$ cat config.mk
export PLATFORM = sky130hd
export DESIGN_NAME = mem_access_unit
export DESIGN_NICKNAME = d
export VERILOG_FILES = /design/src/rtl/mem_access_unit.sv
export SDC_FILE = /design/constraint.sdc
export NUM_CORES = 1
export LEC_CHECK = 0
export CAP_MARGIN = 20
export CORE_MARGIN = 2
export CORE_UTILIZATION = 41
export DETAILED_ROUTE_END_ITERATION = 10
export PLACE_DENSITY = 0.85
export SYNTH_ARGS = -nofsm -noshare
export SYNTH_HDL_FRONTEND = slang
export SYNTH_SLANG_ARGS = --single-unit
$ cat constraint.sdc
create_clock -name clk -period 4.05 [get_ports clk]
set_clock_uncertainty 0.1 [all_clocks]
set_input_delay 1.215 -clock clk [delete_from_list [all_inputs] [get_ports clk]]
set_output_delay 1.215 -clock clk [all_outputs]
set_load 0.05 [all_outputs]
$ cat src/rtl/mem_access_unit.sv
// MEM-stage data-memory access unit.
// Turns EX/MEM load/store control into a req/ack memory transaction with
// byte-lane steering, write byte enables and load sign/zero extension.
// stallm holds the upstream pipeline while a legal access is in progress.
//
//   state | meaning
//   ------+----------------------------------------------------------
//   IDLE  | sample MEM-stage access, launch request or flag misalign
//   WAIT  | dReq held, waiting for dAck or timeout
//   DONE  | one cycle with stallm low so the pipeline advances
module mem_access_unit #(
  parameter int unsigned MAX_WAIT = 8
) (
  input  logic        clk,
  input  logic        rst,
  input  logic        memWrtm,
  input  logic        readm,
  input  logic [2:0]  funct3m,
  input  logic [31:0] aluRsltm,
  input  logic [31:0] wrtDm,
  output logic        dReq,
  output logic        dWe,
  output logic [31:0] dAddr,
  output logic [31:0] dWdata,
  output logic [3:0]  dBe,
  input  logic [31:0] dRdata,
  input  logic        dAck,
  output logic [31:0] rdData,
  output logic        rdValid,
  output logic        stallm,
  output logic        misalign,
  output logic        busErr
);

  typedef enum logic [1:0] {
    IDLE = 2'd0,
    WAIT = 2'd1,
    DONE = 2'd2
  } state_t;

  state_t      r_state;
  logic [7:0]  r_cnt;
  logic [1:0]  r_lane;
  logic [2:0]  r_f3;
  logic        r_load;

  logic        w_store;
  logic        w_load;
  logic        w_access;
  logic        w_legal;
  logic        w_aligned;
  logic        w_go;
  logic        w_bad;
  logic [3:0]  w_be;
  logic [31:0] w_wdata;
  logic [31:0] w_shift;
  logic [7:0]  w_byte;
  logic [15:0] w_half;
  logic [31:0] w_ext;

  // A store takes priority when both strobes are set.
  assign w_store  = memWrtm;
  assign w_load   = readm & ~memWrtm;
  assign w_access = w_store | w_load;

  // Classify funct3 legality and address alignment for the incoming access.
  always_comb begin
    w_legal = 1'b0;
    if (w_store) begin
      w_legal = (funct3m == 3'd0) || (funct3m == 3'd1) || (funct3m == 3'd2);
    end else if (w_load) begin
      w_legal = (funct3m == 3'd0) || (funct3m == 3'd1) || (funct3m == 3'd2) ||
                (funct3m == 3'd4) || (funct3m == 3'd5);
    end
    case (funct3m[1:0])
      2'b01:   w_aligned = ~aluRsltm[0];
      2'b10:   w_aligned = (aluRsltm[1:0] == 2'b00);
      default: w_aligned = 1'b1;
    endcase
  end

  assign w_go  = (r_state == IDLE) & w_access & w_legal & w_aligned;
  assign w_bad = (r_state == IDLE) & w_access & ~(w_legal & w_aligned);

  // Stall must already be high in the IDLE cycle that launches the request,
  // otherwise the instruction would leave MEM before its access completes.
  assign stallm = ~rst & (w_go | (r_state == WAIT));

  // Store byte enables and lane-replicated write data.
  always_comb begin
    w_be    = 4'b0000;
    w_wdata = 32'd0;
    if (w_store) begin
      case (funct3m[1:0])
        2'b00: begin
          w_be    = 4'b0001 << aluRsltm[1:0];
          w_wdata = {4{wrtDm[7:0]}};
        end
        2'b01: begin
          w_be    = aluRsltm[1] ? 4'b1100 : 4'b0011;
          w_wdata = {2{wrtDm[15:0]}};
        end
        default: begin
          w_be    = 4'b1111;
          w_wdata = wrtDm;
        end
      endcase
    end
  end

  // Extract and extend the load result from the returned word.
  always_comb begin
    w_shift = dRdata >> {r_lane, 3'b000};
    w_byte  = w_shift[7:0];
    w_half  = r_lane[1] ? dRdata[31:16] : dRdata[15:0];
    case (r_f3)
      3'd0:    w_ext = {{24{w_byte[7]}}, w_byte};
      3'd4:    w_ext = {24'd0, w_byte};
      3'd1:    w_ext = {{16{w_half[15]}}, w_half};
      3'd5:    w_ext = {16'd0, w_half};
      default: w_ext = dRdata;
    endcase
  end

  // Access sequencer with registered bus and result outputs.
  always_ff @(posedge clk) begin
    if (rst) begin
      r_state  <= IDLE;
      r_cnt    <= 8'd0;
      r_lane   <= 2'd0;
      r_f3     <= 3'd0;
      r_load   <= 1'b0;
      dReq     <= 1'b0;
      dWe      <= 1'b0;
      dAddr    <= 32'd0;
      dWdata   <= 32'd0;
      dBe      <= 4'd0;
      rdData   <= 32'd0;
      rdValid  <= 1'b0;
      misalign <= 1'b0;
      busErr   <= 1'b0;
    end else begin
      rdValid  <= 1'b0;
      misalign <= 1'b0;
      busErr   <= 1'b0;
      case (r_state)
        IDLE: begin
          if (w_go) begin
            dReq    <= 1'b1;
            dWe     <= w_store;
            dAddr   <= {aluRsltm[31:2], 2'b00};
            dWdata  <= w_wdata;
            dBe     <= w_be;
            r_lane  <= aluRsltm[1:0];
            r_f3    <= funct3m;
            r_load  <= w_load;
            r_cnt   <= 8'd1;
            r_state <= WAIT;
          end else if (w_bad) begin
            misalign <= 1'b1;
            if (w_load) begin
              rdData  <= 32'd0;
              rdValid <= 1'b1;
            end
          end
        end
        WAIT: begin
          if (dAck) begin
            dReq <= 1'b0;
            if (r_load) begin
              rdData  <= w_ext;
              rdValid <= 1'b1;
            end
            r_state <= DONE;
          end else if (r_cnt == 8'(MAX_WAIT)) begin
            dReq   <= 1'b0;
            busErr <= 1'b1;
            if (r_load) begin
              rdData  <= 32'd0;
              rdValid <= 1'b1;
            end
            r_state <= DONE;
          end else begin
            r_cnt <= r_cnt + 8'd1;
          end
        end
        DONE: begin
          r_cnt   <= 8'd0;
          r_state <= IDLE;
        end
        default: r_state <= IDLE;
      endcase
    end
  end

endmodule

* After elaboration in Yosys (flattened, before gate mapping)
Index checks and enable logic that the tools add are counted.
Word-level totals: input bits 104, memories 0, logic and storage cells 109, bits in read-only memories 0, output and inout bits 106, bits in latches 0, memory bits (writable) 0, register bits after elaboration 119
Cells by class: equal/unequal tests 20, div/mod/pow operators 0, bitwise operators 15, reductions and logical operators 18, $add $sub $neg 1, order comparisons 0, shift-type cells 2, $mul 0, muxes and demuxes 39
Operators by type and width (number):
- two-way mux 32 bit | 8
- one-hot mux 32 bit (2 select lines) | 2
- one-hot mux 32 bit (4 select lines) | 1
- >> shifter 32 x 5 -> 8 bit | 1
- two-way mux 8 bit | 3
- one-hot mux 8 bit (3 select lines) | 1
- two-way mux 16 bit | 1
- inequality test 2 bit, second input constant | 7
- two-way mux 1 bit | 13
- equality test 3 bit, second input constant | 4
- adder 8 x 1 -> 8 bit, second input constant | 1
- equality test 8 x 4 -> 1 bit, second input constant | 1
- two-way mux 4 bit | 2
- one-hot mux 4 bit (2 select lines) | 1
- bitwise AND 1 bit | 7
- equality test 3 x 1 -> 1 bit, second input constant | 2
- zero test 2 bit | 3
- zero test 3 bit | 2
- two-way mux 2 bit | 3
- NOT 1 bit | 6
- one-hot mux 1 bit (2 select lines) | 3
- AND reduction 6 bit | 1
- OR reduction 3 bit | 2
- equality test 2 x 1 -> 1 bit, second input constant | 2
- 12 further kinds | 18

* Logic depth before layout (Yosys ltp)
word-level depth 13, depth in mapped cells 10

* Worst setup path before layout
OpenSTA, ideal clock, no wires.
path kind input port to output port, start point in funct3m[1], end point out stallm, buffers on the path 3, path slack -0.607 ns, arrival time 3.342 ns, required time 2.735 ns, cell stages on the path 10, cell sequence inv_1 ha_1 buf_2 o21bai_1 a211o_1 a21oi_2 buf_2 buf_2 nor2_1 nor2_1
Between the ends: word-level cells in the longest chain between the ends 11, elaborated cells between the ends (all ways) 18, those cells by class 6 x eq/ne; 3 x mux; 4 x bitwise; 5 x reduce/logical
Ends and longest elaborated chain:
- start: declaration | line 18 | input logic [2:0] funct3m,
- equality test 3 x 1 -> 1 bit or zero test 3 bit (tied branches) | line 70, 72
- logical OR 1 bit (2 in series) | line 70, 72
- logical OR 1 bit | line 72 | w_legal = (funct3m == 3'd0) || (funct3m == 3'd1) || (funct3m == 3'd2) ||
- logical OR 1 bit | line 73 | (funct3m == 3'd4) || (funct3m == 3'd5);
- two-way mux 1 bit | line 71 | end else if (w_load) begin
- two-way mux 1 bit | line 69 | if (w_store) begin
- bitwise AND 1 bit | line 82 | assign w_go = (r_state == IDLE) & w_access & w_legal & w_aligned;
- bitwise AND 1 bit (*) | line 82
- OR 1 bit (*) | line 87 | assign stallm = ~rst & (w_go | (r_state == WAIT));
- bitwise AND 1 bit (*) | line 87
- end: declaration | line 30 | output logic stallm,
Mark *: on every way between the ends. The rest lies on a longest branch, timed or not.

* Worst setup path in the final report
start point in readm, end point out stallm
Between the ends: word-level cells in the longest chain between the ends 7, elaborated cells between the ends (all ways) 9, those cells by class 2 x mux; 7 x bitwise
Ends and longest elaborated chain:
- start: declaration | line 17 | input logic readm,
- bitwise AND 1 bit (*) | line 63 | assign w_load = readm & ~memWrtm;
- OR 1 bit or two-way mux 1 bit (tied branches) | line 64, 71
- bitwise AND 1 bit or two-way mux 1 bit (tied branches) | line 82, 69
- bitwise AND 1 bit (*) (2 in series) | line 82
- OR 1 bit (*) | line 87
- bitwise AND 1 bit (*) | line 87
Marks and branches as above.

==> flow_metrics.tcl <==
set metrics [dict create \
    netlist_area_mm2 0.005832 \
    ys_warn_count 0 \
    place_worst_setup_slack_ns -0.2139 \
    syn_avg_cell_area_um2 8.111 \
    insertion_delay_ns 0.41 \
    arrival_ns 2.59 \
    hold_class "flip-flop to flip-flop" \
    finalCriticalPeriod_ns 3.909 \
    critical_path_class "primary input to primary output" \
    grt_usage_pct 23.70 \
    ios 210 \
    syn2layout_area_growth_pct 49.07 \
    root_buffer "clkbuf_16" \
    cp_cell_sequence "clkdlybuf4s50_1, o21ai_1, a211o_1, a21oi_4, nor2_2, nor2_4, buf_12" \
    regToRegStartpoint "r_state[1]" \
    hold_violations 0 \
    layout.nets 1026 \
    overflow 0 \
    h-tree-depth 4 \
    min_path_cells 2 \
    vias_per_cell 5.481 \
    clock_path_buffers 2 \
    ys_types 54 \
    antenna_found_initial 0 \
    core_mm2 0.01388 \
    gp_congestion 0.8911 \
    num_antenna_cells 0 \
    ys.flop_type "dfxtp_1" \
    clock-sinks 119 \
    rows 43 \
    drt-initial-drc-count 401 \
    synth_edf_count 0 \
    grt_max_degree 81 \
    synth_seq_cells 119 \
    max-slew-margin-rel_pct 40.55 \
    path_max_fanout 3 \
    vias 6062 \
    dieArea_mm2 0.01519 \
    wl_mm 18.34 \
    final_cell_mix "202 x clkdlybuf4s50_1, 179 x nand2_1, 119 x dfxtp_1, 90 x a21oi_1, 39 x nand3_1" \
    path_buf_inv 2 \
    die_h_um 123.3 \
    ir_worst_vdd_v 0.0002697 \
    mostFrequentLayoutCell "clkdlybuf4s50_1" \
    path_clk_slew_ns 0.05 \
    first_pass_iters 4 \
    setup_tns_ns 0 \
    hold_end "dWdata[0]" \
    power_leakage_uw 0.003110 \
    path_delay_family "buffers and inverters" \
    start_kind "primary input" \
    grt_pass1_vias 5699 \
    r2r-end "rdData[7]" \
    cp_slowest_cell "clkdlybuf4s50_1" \
    period_share_pct 96.52 \
    cap_violations 0 \
    grt_pass1_wl_mm 28.10 \
    syn_inst 719 \
    maxSlewViolCount 0 \
    io_buffers 207 \
    dp_hpwl_mm 12.57 \
    die_x_um 123.3 \
    rsz0062_at_grt "no" \
    synthArstFlopShare_pct 0 \
    dp_cells 1075 \
    antenna_left 0 \
    critPathMaxStageDelay_ns 0.51 \
    r2r_cells 9 \
    endpoint_kind "primary output" \
    hp-start "dWdata[0]" \
    drive_gt1_share_pct 9.719 \
    required_ns 2.73 \
    start_util_pct 42.01 \
    status "complete, no violations" \
    timing.hold.ws_ns 0.3479 \
    design_area_mm2 0.008693 \
    max_freq_ghz 0.2558 \
    post_layout_nonfiller_instances 1106 \
    layout_setup_ws_ns 0.1409 \
    p_per_area_mw_per_mm2 402.5 \
    place_area_mm2 0.008120 \
    wire_per_inst_um 16.58 \
    max_slew.worst_pin.slew_ns 0.8905 \
    finalSetupViolCount 0 \
    yosysSeqAreaShare_pct 40.85 \
    cts_tree "built" \
    cts_buffers 17 \
    regToRegSetupSlack_ns 1.49 \
    drc 0 \
]
## logic make-up (layout without fill, tap and decap cells)
family	Yosys count	after routing	share of synthesized area, %
and+or+nand+nor	268	268	20.19
AOI/OAI and AO/OA	198	198	21.71
DFF	119	119	40.85
buffers and inverters	74	280	5.728
muxes	51	51	9.740
adders and majority gates	8	8	1.716
other	1	2	0.06430
## routing by layer
layer  GRT usage, %  share of wire [%]
met3          8.256                 11
met1          29.29                 41
met4          11.22                3.2
met2          36.88                 45
met5              0                  0
## timing repair
| action | in CTS | in global routing |
|---|---|---|
| hold buffers | 0 | 0 |
| resized for setup | 6 | 6 |
| pin swaps | 0 | 2 |
| endpoints found under the setup margin | 1 | 1 |
| buffers inserted | 0 | 0 |
## sequential cells by signal, indices dropped and copies added, names as in the netlist
| signal | cells |
|---|---|
| r_f3 | 3 |
| misalign | 1 |
| r_cnt | 8 |
| rdValid | 1 |
| dReq | 1 |
| dAddr | 30 |
| r_state | 2 |
| busErr | 1 |
| dWe | 1 |
| dBe | 4 |
| rdData | 32 |
| r_lane | 2 |
| r_load | 1 |
| dWdata | 32 |
## synthesized netlist by cell type, types with 3 or more instances
cell type	count	area, um2
mux4_2	3	67.56
o2111ai_1	3	26.28
ha_1	8	100.1
nand2b_1	5	31.28
mux2i_1	38	380.4
and3_1	4	25.02
nand3_1	39	195.2
nor3_1	3	15.01
buf_2	12	60.06
a31oi_1	5	31.28
a21o_1	4	30.03
mux2_2	8	90.09
nand2_1	179	671.9
o21ai_0	19	95.09
dfxtp_1	119	2382
clkbuf_1	40	150.1
a21oi_1	90	450.4
inv_1	17	63.81
a22oi_1	10	75.07
nor2b_1	6	37.54
a22o_1	10	87.58
buf_8	3	45.04
o22ai_1	8	50.05
a211o_1	7	61.31
o211ai_1	24	180.2
nor2_1	18	67.56
## worst min-delay path, delay by kind of cell, from the launching register on
kind	cells	cell delay, ns
and+or+nand+nor	1	0.05
AOI/OAI and AO/OA	1	0.05
DFF	1	0.30
## worst max path at each step
stage / start / end / slack [ns] / depth (start not counted)
4_1_cts: memWrtm / stallm / 0.02 / 7
6_report: readm / stallm / 0.14 / 7
2_1_floorplan: funct3m[1] / stallm / 0.004 / 10
3_5_place_dp: funct3m[1] / stallm / -0.21 / 9
3_3_place_gp: funct3m[1] / stallm / -0.18 / 9
5_1_grt: readm / stallm / 0.03 / 7
## through the flow
stage,total power (uW),utilization [%]
global route,3624,62.63
finish,3499,62.63
floorplan,1782,-
global placement,2059,58.50
detailed placement,2068,58.50
CTS,3520,62.66
## power breakdown
group / internal (uW) / switching [uW]
Clock: 912 / 534
Combinational: 327 / 468
Sequential: 1220 / 36.9
## area by class of cell
cell class / count / area [um2]
fillers: 1181 / 5187
multi-input cells: 527 / 3183
flip-flops and latches: 119 / 2382
repair buffers: 232 / 2282
clock buffers: 22 / 454.2
well taps: 180 / 225.2
clock inverters: 9 / 102.6
inverters: 17 / 63.81
No activity file was read; power rests on OpenSTA's default activity.
